`src/rtl/radio_enable_seq.sv`:
```
// Per-channel radio enable / RX-enable sequencer with warm-up and cool-down ordering.
// Enable always leads RX-enable on power-up and trails it on power-down; isolateM1 forces all-off.
module radio_enable_seq #(
  parameter int unsigned NUM_CH       = 2,
  parameter int unsigned WARMUP_CYC   = 4,
  parameter int unsigned COOLDOWN_CYC = 2
) (
  input  logic              ck,
  input  logic              arst,
  input  logic              isolateM1,
  input  logic [NUM_CH-1:0] en_req,
  input  logic [NUM_CH-1:0] rx_req,
  input  logic [NUM_CH-1:0] err_clr,
  output logic [NUM_CH-1:0] radio_enable,
  output logic [NUM_CH-1:0] radio_rx_en,
  output logic [NUM_CH-1:0] ch_ready,
  output logic [NUM_CH-1:0] seq_err
);

  localparam int unsigned MAX_CYC = (WARMUP_CYC > COOLDOWN_CYC) ? WARMUP_CYC : COOLDOWN_CYC;
  localparam int unsigned CNT_W   = $clog2(MAX_CYC + 1);

  localparam logic [CNT_W-1:0] WARM_LOAD = CNT_W'(WARMUP_CYC - 1);
  localparam logic [CNT_W-1:0] COOL_LOAD = CNT_W'(COOLDOWN_CYC - 1);
  localparam logic [CNT_W-1:0] CNT_ONE   = CNT_W'(1);

  typedef enum logic [1:0] {
    ST_OFF  = 2'd0,
    ST_WARM = 2'd1,
    ST_ON   = 2'd2,
    ST_COOL = 2'd3
  } state_t;

  for (genvar g = 0; g < NUM_CH; g++) begin : g_ch
    state_t           state_q;
    state_t           state_d;
    logic [CNT_W-1:0] cnt_q;
    logic [CNT_W-1:0] cnt_d;
    logic             en_q;
    logic             rx_q;
    logic             rdy_q;
    logic             err_q;
    logic             err_set_c;

    // State and counter register
    always_ff @(posedge ck) begin
      if (arst) begin
        state_q <= ST_OFF;
        cnt_q   <= '0;
      end else begin
        state_q <= state_d;
        cnt_q   <= cnt_d;
      end
    end

    // Next-state: isolation overrides the sequence; cool-down is never cut short by en_req
    always_comb begin
      state_d = state_q;
      cnt_d   = cnt_q;
      if (isolateM1) begin
        state_d = ST_OFF;
        cnt_d   = '0;
      end else begin
        unique case (state_q)
          ST_OFF: begin
            if (en_req[g]) begin
              state_d = ST_WARM;
              cnt_d   = WARM_LOAD;
            end
          end
          ST_WARM: begin
            if (!en_req[g]) begin
              state_d = ST_COOL;
              cnt_d   = COOL_LOAD;
            end else if (cnt_q == '0) begin
              state_d = ST_ON;
            end else begin
              cnt_d = cnt_q - CNT_ONE;
            end
          end
          ST_ON: begin
            if (!en_req[g]) begin
              state_d = ST_COOL;
              cnt_d   = COOL_LOAD;
            end
          end
          ST_COOL: begin
            if (cnt_q == '0) begin
              state_d = ST_OFF;
            end else begin
              cnt_d = cnt_q - CNT_ONE;
            end
          end
          default: begin
            state_d = ST_OFF;
            cnt_d   = '0;
          end
        endcase
      end
    end

    assign err_set_c = rx_req[g] & ~en_req[g] & ~isolateM1;

    // Outputs decoded from the next state so they line up with the state register
    always_ff @(posedge ck) begin
      if (arst) begin
        en_q  <= 1'b0;
        rx_q  <= 1'b0;
        rdy_q <= 1'b0;
        err_q <= 1'b0;
      end else begin
        en_q  <= (state_d != ST_OFF);
        rx_q  <= (state_d == ST_ON) & rx_req[g];
        rdy_q <= (state_d == ST_ON);
        if (err_set_c) begin
          err_q <= 1'b1;
        end else if (err_clr[g]) begin
          err_q <= 1'b0;
        end
      end
    end

    assign radio_enable[g] = en_q;
    assign radio_rx_en[g]  = rx_q;
    assign ch_ready[g]     = rdy_q;
    assign seq_err[g]      = err_q;
  end

endmodule
```
`config.mk`:
```
export PLATFORM = sky130hd
export DESIGN_NAME = radio_enable_seq
export DESIGN_NICKNAME = d
export VERILOG_FILES = /design/src/rtl/radio_enable_seq.sv
export SDC_FILE = /design/constraint.sdc
export NUM_CORES = 1
export LEC_CHECK = 0
export ABC_AREA = 1
export BUFFER_PORTS_ARGS = -buffer_cell sky130_fd_sc_hd__buf_2
export CORE_AREA = 2 2 46 48
export CTS_CLUSTER_SIZE = 16
export DETAILED_ROUTE_END_ITERATION = 10
export DIE_AREA = 0 0 48 50
export PLACE_DENSITY = 0.74
export SETUP_SLACK_MARGIN = 0.3
export SKIP_CTS_REPAIR_TIMING = 1
export SKIP_LAST_GASP = 1
export SYNTH_ARGS = -nofsm -noshare
export SYNTH_HDL_FRONTEND = slang
export SYNTH_SLANG_ARGS = --single-unit
export TNS_END_PERCENT = 20
```
`constraint.sdc`:
```
create_clock -name ck -period 1.5 [get_ports ck]
set_input_delay 0 -clock ck [delete_from_list [all_inputs] [get_ports ck]]
set_output_delay 0 -clock ck [all_outputs]
set_load 0.03 [all_outputs]
```
Word-level counts from Yosys, hierarchy flattened. Index checks and enable logic that the tools add are counted.

Bitwise gates (word level): 9. Reductions and logical operators: 11. Add/sub/neg operators: 2. Muxes and demuxes: 28. Eq/ne operators: 12.

Operators by type and width (number): two-way mux 2 bit (12); two-way mux 3 bit (8); case mux 3 bit (4 select lines) (2); case mux 2 bit (4 select lines) (2); == test 2 bit, second input constant (6); != test 2 bit, second input constant (4); nonzero test 2 bit (4); AND 1 bit (6); logical NOT 3 bit (2); subtractor 3 x 1 -> 3 bit, second input constant (2); == test 2 x 1 -> 1 bit, second input constant (2); logical NOT 2 bit (2); two-way mux 1 bit (4); AND reduction 2 bit (2); inverter 1 bit (3); OR reduction 2 bit (1).

Output and inout bits: 8. Register bits after elaboration: 18. Input bits: 9. Word-level logic and storage cells: 74.

Logic depth before layout (Yosys ltp).
Word-level depth: 7. Mapped depth: 9. Depth with buffers taken out: 9.

Worst setup path after synthesis. No wires, ideal clock.

Path kind: flip-flop to flip-flop. Start point: register g_ch[1].cnt_q[0]. End point: register g_ch[1].rdy_q. Library setup time: 110 ps. Required time: 1390 ps. Slack: 388 ps. Arrival time: 1002 ps. Stages on the path, launching flop included: 9. Clock period less this slack: 1112 ps. Buffers on the path: 0. Cells stage by stage: dfxtp_1 > inv_1 > ha_1 > inv_1 > nor2_2 > nor2_1 > nor2_4 > nand2_2 > inv_1.

Longest elaborated chain between the ends: 6. Elaborated cells on any way between the ends: 7. Classes of those cells: eq/ne: 1; mux: 5; reduce/logical: 1.

RTL lines: from (decl) (RTL line 37) `logic [CNT_W-1:0] cnt_q;`; from (signal assigned) (RTL line 52) `cnt_q <= cnt_d;`; logical NOT 3 bit * (RTL line 75, 88); two-way mux 2 bit (RTL line 75) `end else if (cnt_q == '0) begin`; two-way mux 2 bit (RTL line 72) `if (!en_req[g]) begin`; case mux 2 bit (4 select lines) * (RTL line 64) `unique case (state_q)`; two-way mux 2 bit * (RTL line 60) `if (isolateM1) begin`; == test 2 bit * (RTL line 114) `rdy_q <= (state_d == ST_ON);`; to (signal assigned) (RTL line 114); to (decl) (RTL line 41) `logic rdy_q;`.

Mark *: on every way between the ends. The rest lies on a longest branch, timed or not. A chain may end at the register's enable or synchronous reset.

Worst setup path in the final report.
Start point: register g_ch[0].cnt_q[0]. End point: register g_ch[0].rdy_q.

Longest elaborated chain between the ends: 6. Elaborated cells on any way between the ends: 7. Classes of those cells: eq/ne: 1; mux: 5; reduce/logical: 1.

RTL lines (RTL line): from (decl) (37); from (signal assigned) (52); logical NOT 3 bit * (75, 88); two-way mux 2 bit (75); two-way mux 2 bit (72); case mux 2 bit (4 select lines) * (64); two-way mux 2 bit * (60); == test 2 bit * (114); to (signal assigned) (114); to (decl) (41).

Marked as above.

==> results.json <==
{
  "wl_microns": 1942,
  "io_buffers": 16,
  "final_area_sq_um": 1212,
  "grt_setup_unrepaired": "true",
  "crit_arrival_ps": 1340,
  "power_density_nw_per_um2": 842.4,
  "p_switching_uw": 290.8,
  "place_congestion": 0.8418,
  "cp-end-kind": "flop",
  "post-route-period-util_pct": 76.19,
  "dp_cells": 177,
  "critical_path_class": "reg2reg",
  "m1WireLength_microns": 878,
  "wl_met2_microns": 916,
  "slowest_delay_ps": 350,
  "r2r_start": "g_ch[0].cnt_q[0]$_SDFFE_PP0P_",
  "drv_cap": 0,
  "syn-num-nets": 155,
  "hpwlAfterDp_microns": 1342,
  "clock.fmax_ghz": 0.8750,
  "wl_met3_microns": 107,
  "min_path_type": "in2reg",
  "startpoint": "g_ch[0].cnt_q[0]$_SDFFE_PP0P_",
  "setup_tns_ps": 0,
  "worst_pin_slew_ps": 208.2,
  "whs_ps": 32.51,
  "highest_layer": "met4",
  "netlist_area_sq_um": 975.9,
  "clock-sinks": 18,
  "core_sq_um": 1902,
  "p_int_uw": 730.5,
  "min_path_cells": 4,
  "layout-drive-gt1-share_pct": 34.36,
  "vias": 891,
  "synth_seq_cells": 18,
  "r2r_slack_ps": 360,
  "worst-path-max-fanout": 4,
  "yosysSeqAreaShare_pct": 36.92,
  "nets": 177,
  "clk_path_buf_depth": 2,
  "p_comb_share_pct": 20.4,
  "peakVddDrop_uv": 432.6,
  "final_cell_count_no_fill": 190,
  "crit_top_cell": "nand2_1",
  "swShare_pct": 28.47,
  "cp-start-kind": "flop",
  "start_util_pct": 51.32,
  "viasPerCell": 4.689,
  "p_leak_nw": 0.6416,
  "synth_cells": 142,
  "slew_violations": 0,
  "place_ws_ps": 263.2,
  "h-tree-depth": 1,
  "firstDrtPassIters": 4,
  "critPathCapture": "g_ch[0].rdy_q$_SDFF_PP0_",
  "cts.clk_slew.worst_paths_ps": 110,
  "die_w_microns": 48,
  "grt_pass1_wl_microns": 2808,
  "avgSynthCellArea_sq_um": 6.873,
  "setup_viol": 0,
  "wl_per_cell_microns": 10.22,
  "worst_r2r_path_depth": 9,
  "fp.dieArea_sq_um": 2400,
  "grt.total_usage_pct": 15.93,
  "drc_errors": 0,
  "chipHeight_microns": 50,
  "num_rows": 16,
  "skew_ps": 0.9848,
  "cts_buffers": 3,
  "postRouteAntennaNets": 0,
  "r2r_end": "g_ch[0].rdy_q$_SDFF_PP0_",
  "p_total_mw": 1.021,
  "period_needed_ps": 1143,
  "drt_iter0_drc": 25,
  "cp_cell_sequence": "inv_4 -> ha_4 -> inv_2 -> nor2_4 -> nand2_1 -> nand2_2 -> nor2_2 -> nand2_1 -> inv_1",
  "clockPowerShare_pct": 29.5,
  "required_ps": 1690,
  "antenna_found_initial": 0,
  "area_growth_pct": 24.23,
  "crit_slowest_cell": "dfxtp_2",
  "worst_slack_ps": 357.1,
  "worst_slew_margin_rel_pct": 86.10,
  "placement.cell_area_sq_um": 1030,
  "share_seq_of_total_power_pct": 50.1,
  "status": "completed",
  "yosys_warnings": 0,
  "hold_violations": 0,
  "grt_pass1_vias": 741,
  "io_pins": 17,
  "cts_tree": "done",
  "cts_root_buf": "clkbuf_4",
  "ys_types": 17,
  "fin_util_pct": 63.75,
  "grt_start_max_net_pins": 11,
  "clk_latency_ps": 300,
  "diodes": 0,
  "grt.overflow.total": 0
}
-- critical path: cells and delay by family (launching register included) --
kind,cells,cell delay [ps]
buf+inv,3,150
simple gates,5,420
flops,1,350
fa+ha+maj,1,130
-- layout make-up --
type,instances,area (sq um)
fill,163,689.4
multi-input combinational,84,488.0
sequential,18,366.6
timing repair buffer,25,160.2
inverter,32,127.6
clock buffer,4,36.28
tap,27,33.78
-- power groups by stage --
stage                     Sequential, mW  Clock, mW  Combinational (mW)
after floorplan                    0.515          0               0.131
after global placement             0.517          0               0.158
after detailed placement           0.517          0               0.162
after CTS                          0.506      0.306               0.163
after global routing               0.514      0.324               0.232
final                              0.512      0.302               0.208
-- synth_stat cells --
library cell | count | share of area, %
nand2_1 | 31 | 12
inv_1 | 29 | 11
dfxtp_1 | 18 | 37
nand3_1 | 17 | 8.7
nor2_1 | 10 | 3.8
buf_4 | 8 | 6.2
nor2_2 | 6 | 3.8
a21oi_1 | 5 | 2.6
ha_1 | 4 | 5.1
inv_2 | 3 | 1.2
nand2_2 | 3 | 1.9
nand4_1 | 2 | 1.3
o31ai_1 | 2 | 1.5
nand2_4 | 1 | 1.2
nor2_4 | 1 | 1.2
o22ai_1 | 1 | 0.64
xor2_1 | 1 | 0.90
-- per-layer routing --
| layer | GRT usage [%] | up-vias |
|---|---|---|
| met4 | 5.856 | 0 |
| met5 | 0 | - |
| li1 | - | 469 |
| met3 | 3.297 | 6 |
| met2 | 25.33 | 38 |
| met1 | 20.45 | 378 |
-- placed cells by master (no fill, tap or decap), types with 5 or more instances in the layout --
cell	count
nand2_1	29
inv_1	23
buf_2	16
nand3_1	15
dfxtp_1	13
nor2_1	9
inv_2	6
nand2_2	5
nor2_2	5
a21oi_1	5
dfxtp_2	5
dlygate4sd3_1	5
-- flip-flops by register name, summed over array words and instances, names as in the netlist --
register	cells
g_ch.cnt_q	6
g_ch.state_q	4
g_ch.en_q	2
g_ch.err_q	2
g_ch.rdy_q	2
g_ch.rx_q	2
-- logic make-up after synthesis --
group | after synthesis | share of synthesized area (%)
simple gates | 71 | 33.85
compound gates | 8 | 4.743
flops | 18 | 36.92
fa+ha+maj | 4 | 5.128
xor+xnor | 1 | 0.8976
buf+inv | 40 | 18.46
-- how the worst min path moves through the flow --
stage / from / endpoint / slack [ps]
floorplan: arst / g_ch[0].err_q$_SDFFE_PP0P_ / 100
global placement: err_clr[0] / g_ch[0].err_q$_SDFFE_PP0P_ / 190
detailed placement: err_clr[0] / g_ch[0].err_q$_SDFFE_PP0P_ / 190
CTS: err_clr[0] / g_ch[0].err_q$_SDFFE_PP0P_ / -120
global route: isolateM1 / g_ch[1].cnt_q[2]$_SDFFE_PP0P_ / 40
finish: isolateM1 / g_ch[1].cnt_q[2]$_SDFFE_PP0P_ / 30
No activity file was read; power rests on OpenSTA's default activity.
